## src/rtl/rom_load_pkg.sv

```systemverilog
// Shared constants and types for the Phoenix ROM download sequencer.
package rom_load_pkg;

    localparam logic [15:0] PROG_BASE  = 16'h0000;
    localparam logic [15:0] PROG_LIMIT = 16'h3FFF;
    localparam logic [15:0] FG_BASE    = 16'h4000;
    localparam logic [15:0] FG_LIMIT   = 16'h4FFF;
    localparam logic [15:0] BG_BASE    = 16'h5000;
    localparam logic [15:0] BG_LIMIT   = 16'h5FFF;
    localparam logic [15:0] PROM_BASE  = 16'h6000;
    localparam logic [15:0] PROM_LIMIT = 16'h61FF;

    localparam int DEFAULT_EXPECTED_SIZE = 25088;

    localparam int REGION_PROG = 0;
    localparam int REGION_FG   = 1;
    localparam int REGION_BG   = 2;
    localparam int REGION_PROM = 3;
    localparam int NUM_REGIONS = 4;

    typedef enum logic [2:0] {
        IDLE,
        LOAD,
        SETTLE,
        RUN,
        FAULT
    } load_state_t;

endpackage

```

## src/rtl/rom_region_decode.sv

```systemverilog
// Maps a download byte address onto one of the four ROM regions,
// giving a one-hot select, the region-relative offset and an out-of-range flag.
module rom_region_decode
    import rom_load_pkg::*;
(
    input  logic [15:0]            i_addr,
    output logic [NUM_REGIONS-1:0] o_sel,
    output logic [13:0]            o_offset,
    output logic                   o_out_of_range
);

    always_comb begin
        o_sel          = '0;
        o_offset       = '0;
        o_out_of_range = 1'b0;
        if (i_addr <= PROG_LIMIT) begin
            o_sel[REGION_PROG] = 1'b1;
            o_offset           = 14'(i_addr - PROG_BASE);
        end else if (i_addr <= FG_LIMIT) begin
            o_sel[REGION_FG] = 1'b1;
            o_offset         = 14'(i_addr - FG_BASE);
        end else if (i_addr <= BG_LIMIT) begin
            o_sel[REGION_BG] = 1'b1;
            o_offset         = 14'(i_addr - BG_BASE);
        end else if (i_addr <= PROM_LIMIT) begin
            o_sel[REGION_PROM] = 1'b1;
            o_offset           = 14'(i_addr - PROM_BASE);
        end else begin
            o_out_of_range = 1'b1;
        end
    end

endmodule

```

## src/rtl/rom_load_ctrl.sv

```systemverilog
// Sequencer between the HPS ROM download stream and the Phoenix core: decodes
// bytes into region write strobes, validates the image and gates core reset.
module rom_load_ctrl
    import rom_load_pkg::*;
#(
    parameter int EXPECTED_SIZE = DEFAULT_EXPECTED_SIZE,
    parameter int SETTLE_CYCLES = 16
) (
    input  logic        clk,
    input  logic        reset,
    input  logic        dn_download,
    input  logic        dn_wr,
    input  logic [15:0] dn_addr,
    input  logic [7:0]  dn_data,
    output logic        wr_prog,
    output logic        wr_fg,
    output logic        wr_bg,
    output logic        wr_prom,
    output logic [13:0] wr_addr,
    output logic [7:0]  wr_data,
    output logic        core_reset,
    output logic        load_ok,
    output logic        load_err,
    output logic [15:0] byte_count
);

    localparam int              CW             = (SETTLE_CYCLES > 1) ? $clog2(SETTLE_CYCLES) : 1;
    localparam logic [16:0]     LP_EXPECTED    = 17'(EXPECTED_SIZE);
    localparam logic [CW-1:0]   LP_SETTLE_LOAD = CW'(SETTLE_CYCLES - 1);

    load_state_t              r_state;
    load_state_t              w_next_state;
    logic [CW-1:0]            r_settle_cnt;
    logic                     r_seq_err;
    logic [15:0]              r_byte_count;
    logic                     r_load_ok;
    logic                     r_load_err;
    logic [NUM_REGIONS-1:0]   r_wr_sel;
    logic [13:0]              r_wr_addr;
    logic [7:0]               r_wr_data;

    logic                     w_enter_load;
    logic                     w_accept;
    logic [15:0]              w_count_base;
    logic                     w_seq_base;
    logic                     w_oor;
    logic                     w_addr_bad;
    logic [NUM_REGIONS-1:0]   w_dec_sel;
    logic [13:0]              w_dec_offset;
    logic                     w_dec_oor;

    rom_region_decode u_decode (
        .i_addr         (dn_addr),
        .o_sel          (w_dec_sel),
        .o_offset       (w_dec_offset),
        .o_out_of_range (w_dec_oor)
    );

    // A write arriving on the first download cycle is counted against a freshly cleared image.
    assign w_accept     = dn_download & dn_wr;
    assign w_count_base = w_enter_load ? 16'd0 : r_byte_count;
    assign w_seq_base   = w_enter_load ? 1'b0 : r_seq_err;
    assign w_oor        = w_dec_oor | ({1'b0, dn_addr} >= LP_EXPECTED);
    assign w_addr_bad   = (dn_addr != w_count_base);

    always_comb begin
        w_next_state = r_state;
        w_enter_load = 1'b0;
        if (dn_download) begin
            w_next_state = LOAD;
            w_enter_load = (r_state != LOAD);
        end else begin
            case (r_state)
                LOAD: begin
                    if (({1'b0, r_byte_count} == LP_EXPECTED) && !r_seq_err)
                        w_next_state = SETTLE;
                    else
                        w_next_state = FAULT;
                end
                SETTLE: begin
                    if (r_settle_cnt == '0)
                        w_next_state = RUN;
                end
                default: w_next_state = r_state;
            endcase
        end
    end

    always_ff @(posedge clk) begin
        if (reset) begin
            r_state      <= IDLE;
            r_settle_cnt <= '0;
            r_seq_err    <= 1'b0;
            r_byte_count <= '0;
            r_load_ok    <= 1'b0;
            r_load_err   <= 1'b0;
            r_wr_sel     <= '0;
            r_wr_addr    <= '0;
            r_wr_data    <= '0;
        end else begin
            r_state  <= w_next_state;
            r_wr_sel <= '0;
            if (w_enter_load) begin
                r_byte_count <= '0;
                r_load_ok    <= 1'b0;
                r_load_err   <= 1'b0;
                r_seq_err    <= 1'b0;
            end
            if (w_accept) begin
                r_byte_count <= (w_count_base == 16'hFFFF) ? w_count_base : w_count_base + 16'd1;
                r_seq_err    <= w_seq_base | w_addr_bad | w_oor;
                r_wr_addr    <= w_dec_offset;
                r_wr_data    <= dn_data;
                if (!w_oor)
                    r_wr_sel <= w_dec_sel;
            end
            if (r_state == LOAD && w_next_state == FAULT)
                r_load_err <= 1'b1;
            if (r_state == LOAD && w_next_state == SETTLE)
                r_settle_cnt <= LP_SETTLE_LOAD;
            else if (r_state == SETTLE && r_settle_cnt != '0)
                r_settle_cnt <= r_settle_cnt - CW'(1);
            if (r_state == SETTLE && w_next_state == RUN)
                r_load_ok <= 1'b1;
        end
    end

    assign wr_prog    = r_wr_sel[REGION_PROG];
    assign wr_fg      = r_wr_sel[REGION_FG];
    assign wr_bg      = r_wr_sel[REGION_BG];
    assign wr_prom    = r_wr_sel[REGION_PROM];
    assign wr_addr    = r_wr_addr;
    assign wr_data    = r_wr_data;
    assign core_reset = (r_state != RUN);
    assign load_ok    = r_load_ok;
    assign load_err   = r_load_err;
    assign byte_count = r_byte_count;

endmodule

```

## config.mk

```make
export PLATFORM = sky130hd
export DESIGN_NAME = rom_load_ctrl
export DESIGN_NICKNAME = d
export VERILOG_FILES = /design/src/rtl/rom_load_pkg.sv /design/src/rtl/rom_region_decode.sv /design/src/rtl/rom_load_ctrl.sv
export SDC_FILE = /design/constraint.sdc
export NUM_CORES = 1
export LEC_CHECK = 0
export ABC_AREA = 0
export BUFFER_PORTS_ARGS = -buffer_cell sky130_fd_sc_hd__buf_2
export CORE_MARGIN = 8
export CORE_UTILIZATION = 53
export DETAILED_ROUTE_END_ITERATION = 8
export PLACE_DENSITY = 0.8
export SLEW_MARGIN = 30
export SYNTH_ARGS = -nofsm -noshare
export SYNTH_HDL_FRONTEND = slang
export SYNTH_SLANG_ARGS = --single-unit
export TNS_END_PERCENT = 10
```

## constraint.sdc

```tcl
create_clock -name clk -period 3.92 [get_ports clk]
set_input_delay 0.392 -clock clk [delete_from_list [all_inputs] [get_ports clk]]
set_output_delay 0.392 -clock clk [all_outputs]
set_load 0.1 [all_outputs]
```

Word level (Yosys, flattened, before mapping)
Cells that the tools add are included.
{"block": "totals", "register_bits": 52, "input_bits": 28}
{"block": "op_classes", "add_sub_neg": 5, "order_cmp": 5, "n_eq_ne": 10, "mux": 27, "bitwise_logic": 5, "reduce_logical": 15}
{"cell": "$mux 14", "count": 4}
{"cell": "$le 16x15->1 const B", "count": 3}
{"cell": "$mux 16", "count": 3}
{"cell": "$add 16x1->16 const B", "count": 1}
{"cell": "$eq 16x15->1 const B", "count": 1}
{"cell": "$eq 16x16->1 const B", "count": 1}
{"cell": "$ge 16x15->1 const B", "count": 1}
{"cell": "$le 16x14->1 const B", "count": 1}
{"cell": "$ne 16x16->1", "count": 1}
{"cell": "$mux 1", "count": 14}
{"cell": "$sub 14x1->14 const B", "count": 1}
{"cell": "$sub 14x13->14 const B", "count": 1}
{"cell": "$sub 14x14->14 const B", "count": 1}
{"cell": "$eq 3x2->1 const B", "count": 3}
{"cell": "$mux 3", "count": 3}
{"cell": "$mux 4", "count": 2}
{"cell": "$pmux 3 s2", "count": 1}
{"cell": "$reduce_bool 2->1", "count": 3}
{"cell": "$reduce_or 6->1", "count": 1}
{"cell": "$logic_and 1x1->1", "count": 5}
{"cell": "$reduce_or 5->1", "count": 1}
{"cell": "$logic_not 4->1", "count": 1}
{"cell": "$reduce_bool 4->1", "count": 1}
{"cell": "$reduce_or 4->1", "count": 1}
{"cell": "other kinds (10)", "count": 12}

Longest topological paths before layout
Gate-level depths: netlist of run 1.
{"block": "depth", "ltp_word": 8, "mapped_depth": 12}

By module
A second synthesis of run 1 with hierarchy kept.
{"block": "hier_totals", "hier_cells": 377, "area_unflattened_um2": 2985.4}
{"module": "rom_load_ctrl", "instances": 1, "cells_each": 330, "area_each_um2": 2580.0}
{"module": "rom_region_decode", "instances": 1, "cells_each": 47, "area_each_um2": 405.4}

Worst setup path after synthesis of run 1
No wires, ideal clock.
{"block": "synth_timing", "path_kind": "flip-flop to flip-flop", "from": "register r_state[0]", "to": "register r_byte_count[5] (netlist: byte_count[5])", "setup_time_ns": 0.072, "t_arrival_ns": 2.829, "required_ns": 3.848, "slack_ns": 1.019, "path_stages_with_launch": 13, "n_path_buf": 3, "cell_sequence": "dfxtp_1 > or3b_1 > buf_2 > nand2_1 > clkbuf_1 > and2_1 > ha_1 > nand3_1 > a2111oi_0 > a21o_1 > buf_2 > o21ai_0 > a21oi_1"}
{"block": "synth_between", "elab_chain_len": 6, "word_cells_on_any_way": 7}
{"element": "from (decl)", "line": "rom_load_ctrl.sv:31", "rtl": "load_state_t r_state;"}
{"element": "from (signal assigned)", "line": "rom_load_ctrl.sv:101", "rtl": "r_state <= w_next_state;"}
{"element": "$ne 3x1->1 *", "line": "rom_load_ctrl.sv:71", "rtl": "w_enter_load = (r_state != LOAD);"}
{"element": "$mux 1 *", "line": "rom_load_ctrl.sv:69", "rtl": "if (dn_download) begin"}
{"element": "$mux 16 *"}
{"element": "$add 16x1->16 / $eq 16x16->1 (equally long branches)", "line": "rom_load_ctrl.sv:110", "rtl": "r_byte_count <= (w_count_base == 16'hFFFF) ? w_count_base : w_count_base + 16'd1;"}
{"element": "$mux 16", "line": "rom_load_ctrl.sv:110"}
{"element": "$mux 16 *", "line": "rom_load_ctrl.sv:109", "rtl": "if (w_accept) begin"}
{"element": "to (signal assigned)", "line": "rom_load_ctrl.sv:110"}
{"element": "to (decl)", "line": "rom_load_ctrl.sv:35", "rtl": "logic [15:0] r_byte_count;"}
Mark *: on every way between the ends. The rest lies on a longest branch, timed or not.
A chain may end at the register's enable or synchronous reset.

Worst setup path in the final report of run 1
{"block": "layout_timing", "from": "register r_state[0]", "to": "register r_byte_count[6] (netlist: byte_count[6])"}
The elaborated chain is that of the path after synthesis.

==> reports/summary.txt, run 1 <==
Synth area leader = dfxtp_1
fmax = 0.323 GHz
top-area cell type share of the netlist area = 37.6%
initial cell density of the core = 54.6%
height of the die = 88.3 um
vias in the first global route = 2689
post-synthesis mux area share = 0.768%
Least-Margin Pin Slew = 0.842 ns
Synth Area in XOR/XNOR = 4.74%
post-layout min period = 3.10 ns
share of cells above drive strength 1 = 21.7%
Cell variety after synth = 50
I/O Pins = 73
nets@finish = 439
period utilization = 79.1%
area grow syn2layout = 16.8%
antenna violations before repair = 0
most frequent cells in the layout = 72 x buf_2, 52 x dfxtp_1, 43 x nand2_1
Post-CTS Setup Inserts = 0
num rows = 26
DR WL/cell = 15.9 um
Power Density = 337 mW/mm2
compound-gate portion of the synthesized area = 22.6%
max_cap viols = 0
hpwl dp = 5.61 mm
dpl ws = 0.917 ns
die width = 88.3 um
Max clock buf depth = 2
Most used DFF post-synth = dfxtp_1
Lkg Pwr = 1.28 nW
DIE AREA = 0.00780 mm2
ys async rst share = 0%
Util after Layout = 63.8%
Post-Synth Simple-Gate Area = 26.7%
Worst Path Arrival = 3.34 ns
Slew Limit Headroom = 43.9%
Antenna Violating Nets Remaining = 0
r2r setup slk = 0.82 ns
TritonCTS Buffers = 5
most common cell after layout, fill and taps aside = buf_2
cts repair resizes = 0
Critical Path Max Stage Delay = 0.62 ns
# hold bufs at CTS = 0
outcome = completed
H-tree levels = 2
Post-Synth Adder-Cell Area = 2.71%
Seq/Total Area, Yosys = 37.6%
#FFs+latches synth = 52
top post-synthesis cells by area = dfxtp_1 38%, a21oi_1 7.2%, nand2_1 5.8%
Pre-antenna DRT Iters = 4
cell area after synthesis = 0.00277 mm2
final-report hold violation count = 0
drt total wl = 7.59 mm
Final Max Tran Viols = 0
Hold WC Path Type = in2reg
fillers = 481
grt ovf = 0
Crit. End Element = flop
Worst Setup Path Type = reg2reg
Clock Pin Slew Worst Setup and Hold Paths = 0.09 ns
CP startpoint kind = flop
first-pass GRT wire length = 12.4 mm
Synthesized Nets = 382
clk sink count = 52
Final Skew = 0.0106 ns
critical path required time = 4.16 ns
worst skew pair latency = 0.31 ns
Fin Setup TNS = 0 ns
port bufs = 72
gpl congestion = 0.902
antenna diode count = 0
Worst VDD drop = 0.000285 V
RSZ-0062 raised after global routing = false
Post-synth EDFFs = 0
Vias/cell = 6.02
CP cell instances = or3b_1 > buf_4 > nand2_1 > and2_1 > ha_1 > nand3_1 > a2111oi_0 > a21o_1 > o21ai_0 > a21oi_1
Synthesis Warnings = 0
core area = 0.00507 mm2
CTS root buf = clkbuf_8
Gate Count Post-Synth = 348
vias = 2866
largest family of logic cells by synthesized area = simple AND/OR/NAND/NOR gates
Final WS setup = 0.820 ns
syn_area_per_cell = 7.96 um2
slowest CP cell = a2111oi_0
CP max FO = 15
CTS tree = yes
# DRC = 0
initial drt markers = 190
final setup fails = 0
Total Routing Usage GR = 19.7%
largest net degree at the start of global routing = 29
-- metrics by stage --
stage	total power [W]	hold WS [ns]	std cells	cell area, um2
2_1_floorplan	0.000731	0.509	348	2770
4_1_cts	0.00110	0.303	476	3240
3_3_place_gp	0.000781	0.439	468	3140
3_5_place_dp	0.000785	0.445	468	3140
6_report	0.00109	0.310	476	3240
5_1_grt	0.00114	0.314	476	3240
-- final cells by class --
class	instances	area (um2)	area share, %
inverter	10	37.5	1.16
sequential	52	1040	32.2
timing repair buffer	75	383	11.8
tap	70	87.6	2.71
multi-input combinational	261	1590	49.3
clock inverter	2	10.0	0.309
clock buffer	6	82.6	2.55
-- state kept, by name (all words and copies together) (netlist names) --
name,count
r_wr_sel,4
wr_data,8
r_settle_cnt,4
wr_addr,14
r_state,3
byte_count,16
r_seq_err,1
load_err,1
load_ok,1
-- synth_stat cells, types with 3 or more instances --
| library cell | number |
|---|---|
| nor3_1 | 8 |
| a31oi_1 | 7 |
| nor4b_1 | 3 |
| buf_2 | 3 |
| or3_1 | 5 |
| o32ai_1 | 6 |
| nand3_1 | 10 |
| nand2_1 | 43 |
| nand2b_1 | 3 |
| nor4bb_1 | 6 |
| or4_1 | 4 |
| a21o_1 | 3 |
| o211ai_1 | 4 |
| clkbuf_1 | 21 |
| a21oi_1 | 40 |
| xnor2_1 | 13 |
| ha_1 | 6 |
| a22o_1 | 12 |
| nor2_1 | 32 |
| dfxtp_1 | 52 |
| and2_1 | 5 |
| inv_1 | 10 |
| nor4_1 | 6 |
| nand4_1 | 8 |
| o21ai_0 | 8 |
-- power by group --
group | internal, W | total (W) | switching (W)
sequential | 0.000544 | 0.000556 | 0.0000114
clock | 0.000141 | 0.000317 | 0.000176
combinational | 0.0000542 | 0.000218 | 0.000164
total | 0.000740 | 0.00109 | 0.000351
-- routing by layer --
layer / part of all wire [%] / up-vias / global-route usage (%)
met3: 9.3 / 24 / 5.48
met5: 0 / - / 0
met4: 1.9 / 0 / 8.45
met1: 43 / 1326 / 23.6
met2: 45 / 128 / 32.2
li1: - / 1388 / -
-- kinds of logic after synthesis --
family	after synthesis
adder cells (fa/ha/maj)	6
AND/OR/NAND/NOR	143
buffers and inverters	35
AO/OA/AOI/OAI	95
flip-flops	52
multiplexers	2
XOR/XNOR	15
-- worst max-delay path: cells and delay by family (launching register included) --
family                   cells  cell delay, ns
AO/OA/AOI/OAI                4            1.37
AND/OR/NAND/NOR              4            0.80
adder cells (fa/ha/maj)      1            0.27
buffers and inverters        1            0.20
flip-flops                   1            0.40
-- worst paths after layout --
check                           from                        to  cells past startpoint
min reg2reg  wr_data[3]$_SDFFE_PP0P_   wr_data[3]$_SDFFE_PP0P_                      2
min                       dn_data[5]   wr_data[5]$_SDFFE_PP0P_                      3
max            r_state[0]$_SDFF_PP0_  byte_count[6]$_SDFF_PP0_                     10
max reg2reg    r_state[0]$_SDFF_PP0_  byte_count[6]$_SDFF_PP0_                     10
No activity file was read; power rests on OpenSTA's default activity.
==> run 2: changes to the inputs <==
clock period = 3 ns   (was 3.92 ns; I/O delays follow)
==> reports/summary.txt, run 2 (synthesis gave the netlist of run 1 again) <==
final setup fails = 0
# hold bufs at CTS = 0
Slew Limit Headroom = 43.3%
Fin Setup TNS = 0 ns
clk sink count = 52
worst skew pair latency = 0.31 ns
TritonCTS Buffers = 5
grt ovf = 0
Hold WC Path Type = in2reg
gpl congestion = 0.932
DR WL/cell = 16.1 um
Flop pwr share = 50.9%
period utilization = 87.9%
Final Skew = 0.00872 ns
core area = 0.00507 mm2
Worst Setup Path Type = reg2reg
Total Routing Usage GR = 20.4%
critical path required time = 3.24 ns
largest net degree at the start of global routing = 29
max FFs per register = 16
max_cap viols = 0
Pre-antenna DRT Iters = 4
final-report hold violation count = 0
post-layout min period = 2.64 ns
area grow syn2layout = 17.3%
Final Max Tran Viols = 0
Clock Power Share = 28.9%
nets@finish = 440
most frequent cells in the layout = 72 x buf_2, 52 x dfxtp_1, 43 x nand2_1
H-tree levels = 2
Vias/cell = 5.92
Gate power share = 20.2%
net load switching power = 0.000453 W
Antenna Violating Nets Remaining = 0
r2r setup slk = 0.36 ns
drt total wl = 7.68 mm
num rows = 26
vias in the first global route = 2719
Pint = 0.000972 W
vias = 2824
Worst Path Arrival = 2.87 ns
Post-CTS Setup Inserts = 0
Lkg Pwr = 1.28 nW
die width = 88.3 um
initial cell density of the core = 54.6%
Max clock buf depth = 2
Crit. End Element = flop
height of the die = 88.3 um
CP startpoint kind = flop
initial drt markers = 259
fmax = 0.379 GHz
CP max FO = 6
CTS tree = yes
antenna diode count = 0
share of cells above drive strength 1 = 21.9%
first-pass GRT wire length = 12.8 mm
CTS root buf = clkbuf_8
hpwl dp = 5.74 mm
Switching Fraction = 31.8%
Worst VDD drop = 0.000309 V
Power Density = 439 mW/mm2
Least-Margin Pin Slew = 0.851 ns
most common cell after layout, fill and taps aside = buf_2
port bufs = 72
outcome = completed
Hold WS = 0.223 ns
antenna violations before repair = 0
DIE AREA = 0.00780 mm2
I/O Pins = 73
RSZ-0062 raised after global routing = false
Clock Pin Slew Worst Setup and Hold Paths = 0.09 ns
cts repair resizes = 0
# DRC = 0
==> run 2: power groups by stage <==
| stage | clock network, W | registers, W | logic, W |
|---|---|---|---|
| after floorplan | 0 | 0.000847 | 0.000108 |
| after global placement | 0 | 0.000741 | 0.000282 |
| after detailed placement | 0 | 0.000742 | 0.000287 |
| after CTS | 0.000424 | 0.000726 | 0.000288 |
| after global routing | 0.000449 | 0.000729 | 0.000308 |
| final | 0.000411 | 0.000726 | 0.000288 |
==> run 2: path summary, 6_finish.rpt <==
check | start | cells after the start | to
setup reg to reg | r_state[0]$_SDFF_PP0_ | 9 | byte_count[13]$_SDFF_PP0_
hold / removal | dn_data[0] | 3 | wr_data[0]$_SDFFE_PP0P_
hold reg to reg | wr_data[3]$_SDFFE_PP0P_ | 2 | wr_data[3]$_SDFFE_PP0P_
setup / recovery | r_state[0]$_SDFF_PP0_ | 9 | byte_count[13]$_SDFF_PP0_
==> run 2: area by class of cell <==
class	count	area, um2
timing repair buffer	76	390
sequential	52	1040
inverter	10	37.5
multi-input combinational	261	1600
tap	70	87.6
clock buffer	8	90.1
fill	470	1830
==> run 2: critical path: stages (launching register included) <==
cell,delay [ns]
dfxtp_1,0.38
or3b_1,0.39
nand2_1,0.16
and2_1,0.19
ha_1,0.26
nand3_1,0.17
a2111oi_0,0.55
or4_4,0.26
o21ai_0,0.07
a21oi_1,0.13
==> run 2: layer usage <==
| metal | routed length (um) | vias up | track usage (%) |
|---|---|---|---|
| met1 | 3350 | 1309 | 24.7 |
| li1 | - | 1383 | - |
| met3 | 620 | 25 | 5.11 |
| met5 | 0 | - | 0 |
| met4 | 230 | 0 | 8.29 |
| met2 | 3470 | 107 | 33.5 |
==> run 2: per-stage QoR <==
stage	util (%)	setup WS [ns]	std cells	total power (W)	instance area [um2]
after floorplan	-	0.0991	348	0.000956	2770
after global placement	62.1	0.326	469	0.00102	3150
after detailed placement	62.1	0.154	469	0.00103	3150
after CTS	63.9	0.0917	477	0.00144	3240
after global routing	64.0	0.149	477	0.00149	3250
final	64.0	0.364	477	0.00143	3250
==> run 3: changes to the inputs <==
CORE_UTILIZATION = 45   (was 53)
PLACE_DENSITY = 0.7   (was 0.8)
==> reports/summary.txt, run 3 (synthesis gave the netlist of run 1 again) <==
outcome = completed
CP startpoint kind = flop
critical path depth in cells = 9
RSZ-0062 raised after global routing = false
most common cell after layout, fill and taps aside = buf_2
first-pass GRT wire length = 12.8 mm
Hold WS = 0.209 ns
drt total wl = 7.83 mm
port bufs = 72
critical path required time = 3.24 ns
antenna diode count = 0
Reg-to-Reg End = byte_count[6]$_SDFF_PP0_
antenna violations before repair = 0
Worst VDD drop = 0.000267 V
Fin Setup TNS = 0 ns
CTS root buf = clkbuf_8
Clock Pin Slew Worst Setup and Hold Paths = 0.10 ns
reg2reg start = r_state[0]$_SDFF_PP0_
Total Routing Usage GR = 17.7%
Pwr Total = 0.00150 W
Max clock buf depth = 2
Crit. End Element = flop
DIE AREA = 0.00892 mm2
worst skew pair latency = 0.31 ns
share of cells above drive strength 1 = 22.1%
largest net degree at the start of global routing = 29
CP cell instances = or3b_1 > nand2_1 > and2_1 > ha_1 > nand3_1 > a2111oi_1 > a21o_2 > o21ai_0 > a21oi_1
DR WL/cell = 16.3 um
Least-Margin Pin Slew = 0.932 ns
hpwl dp = 5.90 mm
Post-CTS Setup Inserts = 0
most frequent cells in the layout = 72 x buf_2, 52 x dfxtp_1, 43 x nand2_1
initial drt markers = 222
height of the die = 94.5 um
max_cap viols = 0
CTS tree = yes
final setup fails = 0
CP max FO = 15
Final Max Tran Viols = 0
Final Skew = 0.00625 ns
period utilization = 89.0%
Critical Path Max Stage Delay = 0.48 ns
fmax = 0.374 GHz
Pre-antenna DRT Iters = 5
I/O Pins = 73
post-layout min period = 2.67 ns
max FFs per register = 16
Hold WC Path Type = in2reg
Top delay family on crit path = compound AO/OA/AOI/OAI gates
die width = 94.5 um
num rows = 28
r2r setup slk = 0.33 ns
Slew Limit Headroom = 37.9%
# DRC = 0
final-report hold violation count = 0
H-tree levels = 2
Worst Setup Path Type = reg2reg
R2R cell count = 9
TritonCTS Buffers = 5
Power Density = 459 mW/mm2
clk sink count = 52
Setup crit start = r_state[0]$_SDFF_PP0_
area grow syn2layout = 18.1%
vias = 2836
grt ovf = 0
Worst Path Arrival = 2.91 ns
crit path to = byte_count[6]$_SDFF_PP0_
gpl congestion = 0.863
vias in the first global route = 2713
initial cell density of the core = 46.8%
Vias/cell = 5.88
slowest CP cell = a2111oi_1
core area = 0.00592 mm2
nets@finish = 440
Lkg Pwr = 1.29 nW
WP buf/inv = 0
Antenna Violating Nets Remaining = 0
Util after Layout = 55.2%
==> run 3: changes by cell type in the layout (fill, tap and decap cells not counted) <==
cell        delta
clkbuf_8       -1
clkinv_2       +1
clkinvlp_4     +1
clkbuf_1       -2
a2111oi_1      +1
bufinv_16      +1
a2111oi_2      -1
==> run 3: worst min-delay path: stages <==
cell and delay (ns):
buf_2 0.09, nand2_1 0.04, a21oi_1 0.05
==> run 3: report_power, final <==
group	switching, W	total [W]	internal [W]
combinational	0.000214	0.000286	0.0000718
clock	0.000241	0.000488	0.000247
sequential	0.0000147	0.000726	0.000711
==> run 3: layout make-up <==
type                            instances  area (um2)
Fill cell                             577        2650
Clock inverter                          3        42.5
Inverter                               10        37.5
Sequential cell                        52        1040
Tap cell                               75        93.8
Clock buffer                            5        68.8
Multi-Input combinational cell        261        1600
Timing Repair Buffer                   76         390
==> run 3: layer usage <==
layer	GRT usage (%)	vias to the layer above	part of all wire, %
met3	6.75	12	10
li1	-	1383	-
met1	20.9	1321	43
met5	0	-	0
met2	29.1	120	46
met4	5.33	0	1.3
==> run 3: timing repair <==
item,4_1_cts,5_1_grt
hold buffers,0,0
setup endpoints to repair,0,9
gates resized for setup,0,2
==> run 3: stage by stage <==
step,cell area [um2],worst slack (ns),cells
after CTS,3270,0.152,482
after global placement,3160,0.309,474
after global routing,3270,0.0767,482
after floorplan,2770,0.0991,348
final,3270,0.330,482
after detailed placement,3160,0.194,474
==> run 3: how the worst min path moves through the flow <==
| stage | startpoint | to | slack, ns | cells past startpoint |
|---|---|---|---|---|
| after global placement | wr_addr[11]$_SDFFE_PP0P_ | wr_addr[11]$_SDFFE_PP0P_ | 0.44 | 2 |
| after CTS | dn_data[3] | wr_data[3]$_SDFFE_PP0P_ | 0.20 | 3 |
| after floorplan | dn_addr[0] | wr_addr[0]$_SDFFE_PP0P_ | 0.43 | 1 |
| after detailed placement | wr_data[7]$_SDFFE_PP0P_ | wr_data[7]$_SDFFE_PP0P_ | 0.45 | 2 |
| final | dn_data[3] | wr_data[3]$_SDFFE_PP0P_ | 0.21 | 3 |
| after global routing | dn_data[6] | wr_data[6]$_SDFFE_PP0P_ | 0.21 | 3 |
